**src/rtl/hht_row_mac.sv**
```systemverilog
// Row multiply-accumulate stage for CSR SpMV: multiplies (matrix, vector) value pairs,
// sums them per row and queues {row, sum} results in a small FIFO for writeback.
module hht_row_mac #(
    parameter int DATA_W     = 32,
    parameter int ACC_W      = 48,
    parameter int ROW_W      = 16,
    parameter int FIFO_DEPTH = 4
) (
    input  logic              Clk,
    input  logic              Rst,
    input  logic              start,
    input  logic [ROW_W-1:0]  num_rows,
    input  logic              in_valid,
    output logic              in_ready,
    input  logic [DATA_W-1:0] in_mval,
    input  logic [DATA_W-1:0] in_vval,
    input  logic              in_last,
    input  logic              in_empty,
    output logic              out_valid,
    input  logic              out_ready,
    output logic [ROW_W-1:0]  out_row,
    output logic [ACC_W-1:0]  out_sum,
    output logic              busy,
    output logic              done,
    output logic              ovf
);

    localparam int PTR_W = $clog2(FIFO_DEPTH);
    localparam int CNT_W = PTR_W + 1;

    typedef enum logic [1:0] {IDLE, RUN, DRAIN, DONE} state_t;

    state_t state_q, state_d;

    logic [ROW_W-1:0] rows_q, in_row_q, row_idx_q;
    logic             s1_valid_q, s1_last_q;
    logic [ACC_W-1:0] s1_prod_q, acc_q, prod_trunc;
    logic [ACC_W:0]   sum;
    logic             ovf_q;

    logic [ROW_W-1:0] fifo_row [FIFO_DEPTH];
    logic [ACC_W-1:0] fifo_sum [FIFO_DEPTH];
    logic [PTR_W-1:0] wr_ptr_q, rd_ptr_q;
    logic [CNT_W-1:0] count_q;

    logic accept, row_end, start_ok, push, pop;

    assign accept   = in_valid && in_ready;
    assign row_end  = in_last || in_empty;
    assign start_ok = start && ((state_q == IDLE) || (state_q == DONE));
    assign push     = s1_valid_q && s1_last_q;
    assign pop      = out_valid && out_ready;

    // Low ACC_W bits of the full product equal the product of ACC_W-wide operands.
    assign prod_trunc = ACC_W'(in_mval) * ACC_W'(in_vval);
    assign sum        = {1'b0, acc_q} + {1'b0, s1_prod_q};

    // A row end sitting in S1 already owns a FIFO slot, so it is counted as credit used.
    assign in_ready  = (state_q == RUN) &&
                       (({1'b0, count_q} + (CNT_W + 1)'(push)) < (CNT_W + 1)'(FIFO_DEPTH));
    assign out_valid = (count_q != '0);
    assign out_row   = fifo_row[rd_ptr_q];
    assign out_sum   = fifo_sum[rd_ptr_q];
    assign busy      = (state_q == RUN) || (state_q == DRAIN);
    assign done      = (state_q == DONE);
    assign ovf       = ovf_q;

    always_ff @(posedge Clk or negedge Rst) begin
        if (!Rst) state_q <= IDLE;
        else      state_q <= state_d;
    end

    always_comb begin
        // NOTE: default first so every path assigns state_d and no latch is inferred.
        state_d = state_q;
        case (state_q)
            IDLE, DONE: if (start) state_d = (num_rows == '0) ? DONE : RUN;
            RUN: if (accept && row_end && (in_row_q == rows_q - ROW_W'(1))) state_d = DRAIN;
            DRAIN: if (!s1_valid_q && (count_q == '0)) state_d = DONE;
            default: state_d = IDLE;
        endcase
    end

    always_ff @(posedge Clk or negedge Rst) begin
        if (!Rst) begin
            rows_q     <= '0;
            in_row_q   <= '0;
            row_idx_q  <= '0;
            s1_valid_q <= 1'b0;
            s1_last_q  <= 1'b0;
            s1_prod_q  <= '0;
            acc_q      <= '0;
            ovf_q      <= 1'b0;
            wr_ptr_q   <= '0;
            rd_ptr_q   <= '0;
            count_q    <= '0;
            // NOTE: the FIFO storage is reset so out_row/out_sum read 0 out of reset.
            for (int i = 0; i < FIFO_DEPTH; i++) begin
                fifo_row[i] <= '0;
                fifo_sum[i] <= '0;
            end
        end else begin
            // NOTE: non-blocking throughout so every register samples pre-edge values.
            s1_valid_q <= accept;
            if (accept) begin
                s1_last_q <= row_end;
                s1_prod_q <= in_empty ? '0 : prod_trunc;
                if (row_end) in_row_q <= in_row_q + ROW_W'(1);
            end

            if (s1_valid_q) begin
                if (sum[ACC_W]) ovf_q <= 1'b1;
                if (s1_last_q) begin
                    fifo_row[wr_ptr_q] <= row_idx_q;
                    fifo_sum[wr_ptr_q] <= sum[ACC_W-1:0];
                    wr_ptr_q           <= wr_ptr_q + PTR_W'(1);
                    row_idx_q          <= row_idx_q + ROW_W'(1);
                    acc_q              <= '0;
                end else begin
                    acc_q <= sum[ACC_W-1:0];
                end
            end

            if (pop) rd_ptr_q <= rd_ptr_q + PTR_W'(1);
            case ({push, pop})
                2'b10:   count_q <= count_q + CNT_W'(1);
                2'b01:   count_q <= count_q - CNT_W'(1);
                default: count_q <= count_q;
            endcase

            // Start is only honoured with the pipeline idle, so it cannot collide with S2.
            if (start_ok) begin
                rows_q    <= num_rows;
                in_row_q  <= '0;
                row_idx_q <= '0;
                acc_q     <= '0;
                ovf_q     <= 1'b0;
            end
        end
    end

endmodule

```
**config.mk**
```make
export PLATFORM = sky130hd
export DESIGN_NAME = hht_row_mac
export DESIGN_NICKNAME = d
export VERILOG_FILES = /design/src/rtl/hht_row_mac.sv
export SDC_FILE = /design/constraint.sdc
export NUM_CORES = 2
export LEC_CHECK = 0
export ABC_AREA = 1
export BUFFER_PORTS_ARGS = -buffer_cell sky130_fd_sc_hd__buf_4
export CORE_MARGIN = 2
export CORE_UTILIZATION = 50
export DETAILED_ROUTE_END_ITERATION = 10
export GPL_TIMING_DRIVEN = 1
export PLACE_DENSITY = 0.66
export SETUP_SLACK_MARGIN = 0.02
export SYNTH_ARGS = -nofsm -noshare
export SYNTH_HDL_FRONTEND = slang
export SYNTH_SLANG_ARGS = --single-unit
```
**constraint.sdc**
```tcl
create_clock -name Clk -period 2.75 [get_ports Clk]
set_input_delay 0.1375 -clock Clk [delete_from_list [all_inputs] [get_ports Clk]]
set_output_delay 0.1375 -clock Clk [all_outputs]
set_load 0.02 [all_outputs]
```
* After elaboration in Yosys (flattened, before gate mapping) *
Index checks and enable logic that the tools add are counted.

operators by class
  add/subtract/negate cells = 9
  multiply operators = 1
  $lt $le $gt $ge = 4
  equal/unequal tests = 9
  mux-type cells = 31
  bitwise logic cells = 2
  reduce and logical (&&, ||, !) cells = 29

operators with widths
  operator                 count
  $mux W48                 7
  $bwmux W192              1
  $mux W16                 9
  $bmux W48 S2             1
  $demux W48 S2            1
  $bwmux W64               1
  $add A48 B48 Y49         1
  $mul A32 B32 Y48         1
  $add A16 B1 Y16 const B  2
  $bmux W16 S2             1
  $demux W16 S2            1
  $eq A16 B16 Y1           1
  $logic_not A16 Y1        1
  $sub A16 B1 Y16 const B  1
  $reduce_bool A2 Y1       6
  $logic_and A1 B1 Y1      9
  $mux W2                  4
  $reduce_and A2 Y1        4
  $eq A2 B2 Y1 const B     3
  $ge A3 B3 Y1 const B     2
  $not A2 Y3               2
  $pmux W2 S3              1
  $pmux W3 S2              1
  $add A2 B1 Y2 const B    2
  16 further kinds         22

word-level totals
  register bits = 412
  input port bits = 87
  output and inout port bits = 69
  word-level logic and storage cells = 105

* Depth between registers and ports, before layout *
  depth in word-level cells = 9
  mapped depth = 32
  depth with buffers taken out = 30

* Worst setup path after synthesis *
No wires, ideal clock.

  kind = input to register
  start point = input port in_mval[19]
  end point = register s1_prod_q[38]
  library setup time = 0.117 ns
  data arrival time = 6.174 ns
  required time = 2.633 ns
  setup slack = -3.542 ns
  stages on the path = 26
  buffers on the path = 2
  cell sequence = clkbuf_1 -> clkbuf_1 -> nand2_1 -> inv_1 -> fa_1 -> fa_1 -> inv_1 -> fa_1 -> fa_1 -> inv_1 -> fa_1 -> fa_1 -> fa_1 -> fa_1 -> ha_1 -> nand2_1 -> nor2_1 -> inv_1 -> nor4_1 -> nand2_1 -> nand3_1 -> a21oi_1 -> inv_1 -> nand2_1 -> nand3_1 -> nand2_1

between the ends
  word-level cells in the longest chain between the ends = 2

ends and longest elaborated chain
  element               RTL line  RTL
  from (decl)           15        input logic [DATA_W-1:0] in_mval,
  $mul A32 B32 Y48      55        assign prod_trunc = ACC_W'(in_mval) * ACC_W'(in_vval);
  $mux W48              107       s1_prod_q <= in_empty ? '0 : prod_trunc;
  to (signal assigned)  107
  to (decl)             37        logic [ACC_W-1:0] s1_prod_q, acc_q, prod_trunc;

No other way between the ends.
A chain may end at the register's enable or synchronous reset.

* Worst setup path after layout *
  start point = input port in_mval[11]
  end point = register s1_prod_q[45]

Same word-level chain as after synthesis.

==> summary.md <==
| Metric | Value |
|---|---|
| Ys flop type | `dfrtp_1` |
| Die area | `around 0.10 mm²` |
| Ys Warns | `0` |
| DRC errors left | `0` |
| Final setup vio count | `44` |
| Worst Setup Start Kind | `input pin` |
| Share of cells above drive strength 1 | `19.3%` |
| Hold crit path type | `input pin to flip-flop` |
| CP Capture Type | `flip-flop` |
| EDFF count, synth | `0` |
| Synth unique cells | `64` |
| RSZ-0062 raised after global routing | `true` |
| Max FO, Critical Path | `8` |
| Most common cell after layout, fill and taps aside | `nand2_1` |
| CP max stage cell | `fa_1` |
| Post-Syn Nets | `7803` |
| Dpl cell area | `0.0576 mm²` |
| Req. time, crit path | `3.22 ns` |
| Layout fillers | `a little under 9000` |
| CTS H-Tree Depth | `2` |
| Crit-path max cell delay | `0.59 ns` |
| Register bit count reported by yosys | `between 400 and 500` |
| Cell Count, Final, Fillers Out | `between 8000 and 9000` |
| Inst Count DP | `between 8000 and 9000` |
| Final hold vios | `0` |
| Fmax | `~170 MHz` |
| First-pass GRT wire length | `253 mm` |
| Wire length per cell | `18.6 µm` |
| Post-DR vias/cell | `5.29` |
| Latest clock arrival within the worst-skew pair | `0.61 ns` |
| Antenna cells | `0` |
| Antenna violations before repair | `1` |
| Vias in the first global route | `46500` |
| TritonCTS Buffers | `44` |
| Worst EP arrival | `6.28 ns` |
| HPWL after detailed placement | `~120 mm` |
| Grt ovf | `0` |
| Clock tree buffer depth | `3` |
| CTS Sinks | `412` |
| Post-route antenna net violation count | `0` |
| Least-Margin Pin Slew | `0.684 ns` |
| Layout Nets | `8279` |
| Drt first pass iters | `5` |
| Via count | `45400` |
| Clock Skew | `0.0341 ns` |
| Clock slew at reported path FFs | `around 0.06 ns` |
| CTS tree | `done` |
| Largest net degree at the start of global routing | `130` |
| Crit Path Category | `input pin to flip-flop` |
| Synth async-reset ratio | `100%` |
| Die Ht | `approximately 320 µm` |
| Post-synthesis sequential area ratio | `20.2%` |
| Final instance area | `about 0.063 mm²` |
| Commonest cells after routing, fill and taps aside | `nand2_1 (1811), inv_1 (1428), fa_1 (709)` |
| Worst relative slew slack | `a little over half` |
| Core area | `0.102 mm²` |
| Fin worst setup slack | `-3.06 ns` |
| Outcome | `complete, but fails checks` |
| Row count | `117` |
| Total GRT Usage | `30.7%` |
| Final core utilization | `62.2%` |
| Max-slew violations | `0` |
| Starting DRT DRC Count | `~3600` |
| Placer Congestion | `1.01` |
| Top Ports | `about 160` |
| Initial core utilization | `roughly half` |
| Max_cap viols | `0` |
| Critical Path Most Common Cell | `fa_1` |
| Mapped cell area | `0.0511 mm²` |
| Die W | `roughly 320 µm` |
| Avg Cell Area, Syn | `around 7.6 µm²` |
| Input/output buffers | `155` |
| Clk root buf | `clkbuf_16` |
| Mapped Cells | `~6700` |
| Routed wire length | `159 mm` |
| Clock period minus worst slack | `between 5 and 6 ns` |
| Final worst path period share | `211%` |
| Violations in the final reports | `setup timing` |
| Area growth, synth to finish | `23.6%` |
==> synthesized netlist by cell type (6+ instances only) <==
master	number	area share, %
o21ai_1	41	0.40
nand2_2	22	0.27
nor3_1	27	0.26
and3_1	6	0.073
nand2_1	1907	14
nand3_1	272	2.7
o31ai_1	7	0.10
o21a_1	9	0.13
nor4_1	10	0.12
inv_2	9	0.066
ha_1	236	5.8
nand3b_1	10	0.15
a31oi_1	18	0.22
o21ai_0	376	3.7
or2_2	16	0.20
dfrtp_1	412	20
xnor2_1	20	0.34
or2_1	6	0.073
nand4_1	16	0.20
o21bai_1	20	0.29
o22ai_1	64	0.78
a21o_1	12	0.18
nor2_2	11	0.13
nor2_1	347	2.5
fa_1	781	31
inv_1	1511	11
xor2_1	26	0.45
buf_1	22	0.16
buf_2	18	0.18
clkbuf_1	248	1.8
a21oi_1	145	1.4
==> kinds of logic (layout without fill, tap and decap cells) <==
group	Yosys count	count (layout)	share of synthesized area, %
AO/OA/AOI/OAI	723	723	7.82
XOR/XNOR	46	46	0.788
flip-flops	412	412	20.2
buffers and inverters	1820	2330	13.5
adder cells (fa/ha/maj)	1017	1017	36.4
AND/OR/NAND/NOR	2681	2681	21.4
==> path summary, 6_finish.rpt <==
kind                                from            end  slack (ns)  cells past startpoint
setup / recovery             in_mval[11]  s1_prod_q[45]       -3.06                     27
hold / removal                   in_last      s1_last_q        0.06                      4
setup reg to reg            s1_prod_q[6]   fifo_sum[91]        0.14                     10
hold reg to reg            fifo_sum[134]  fifo_sum[134]        0.47                      2
max in group asynchronous            Rst  fifo_sum[181]        1.72                      3
min in group asynchronous            Rst   s1_prod_q[5]        0.13                      2
==> registers in the layout, summed over array words and instances, names as in the netlist <==
| signal | flops |
|---|---|
| ovf | 1 |
| state_q | 2 |
| rd_ptr_q | 2 |
| fifo_row | 64 |
| acc_q | 48 |
| fifo_sum | 192 |
| s1_prod_q | 48 |
| s1_valid_q | 1 |
| row_idx_q | 16 |
| s1_last_q | 1 |
| in_row_q | 16 |
| wr_ptr_q | 2 |
| rows_q | 16 |
| count_q | 3 |
==> per-layer routing <==
layer / vias up / track usage [%] / part of all wire (%)
met3: 388 / 3.70 / 7.2
met1: 22300 / 41.6 / 41
met4: 2 / 11.0 / 4.1
li1: 20900 / - / -
met5: - / 0 / 0.0082
met2: 1816 / 51.0 / 47
==> through the flow <==
stage	hold WS (ns)	TNS, ns	setup slack [ns]
finish	0.0600	-114.42	-3.06
global placement	0.175	-145.75	-3.98
floorplan	-0.158	-114.54	-3.18
detailed placement	0.176	-148.33	-4.02
global route	0.0712	-121.50	-3.27
CTS	0.0444	-110.37	-3.09
==> worst max-delay path, delay by kind of cell <==
kind	cells	cell delay, ns
adders and majority gates	9	4.44
buffers and inverters	9	0.85
and+or+nand+nor	6	0.46
AOI/OAI and AO/OA	3	0.38
==> final cells by class <==
| type | instances | area [µm²] | share of cell area, % |
|---|---|---|---|
| Sequential cell | 412 | 10300 | 16.3 |
| Multi-Input combinational cell | 4467 | 36700 | 58.1 |
| Clock inverter | 15 | 186 | 0.295 |
| Inverter | 1524 | 5750 | 9.10 |
| Tap cell | 1368 | 1710 | 2.71 |
| Clock buffer | 65 | 1320 | 2.09 |
| Timing Repair Buffer | 726 | 7170 | 11.3 |
==> repair_timing <==
action	4_1_cts	5_1_grt
pin swaps	254	203
hold buffers	21	0
gates cloned	2	0
endpoints found under the hold margin	93	0
gates resized for setup	533	268
setup endpoints to repair	44	81
buffers inserted	70	35
Power is not shown: default switching activity piles up to over one toggle a cycle in this logic, so the estimate is an artifact.
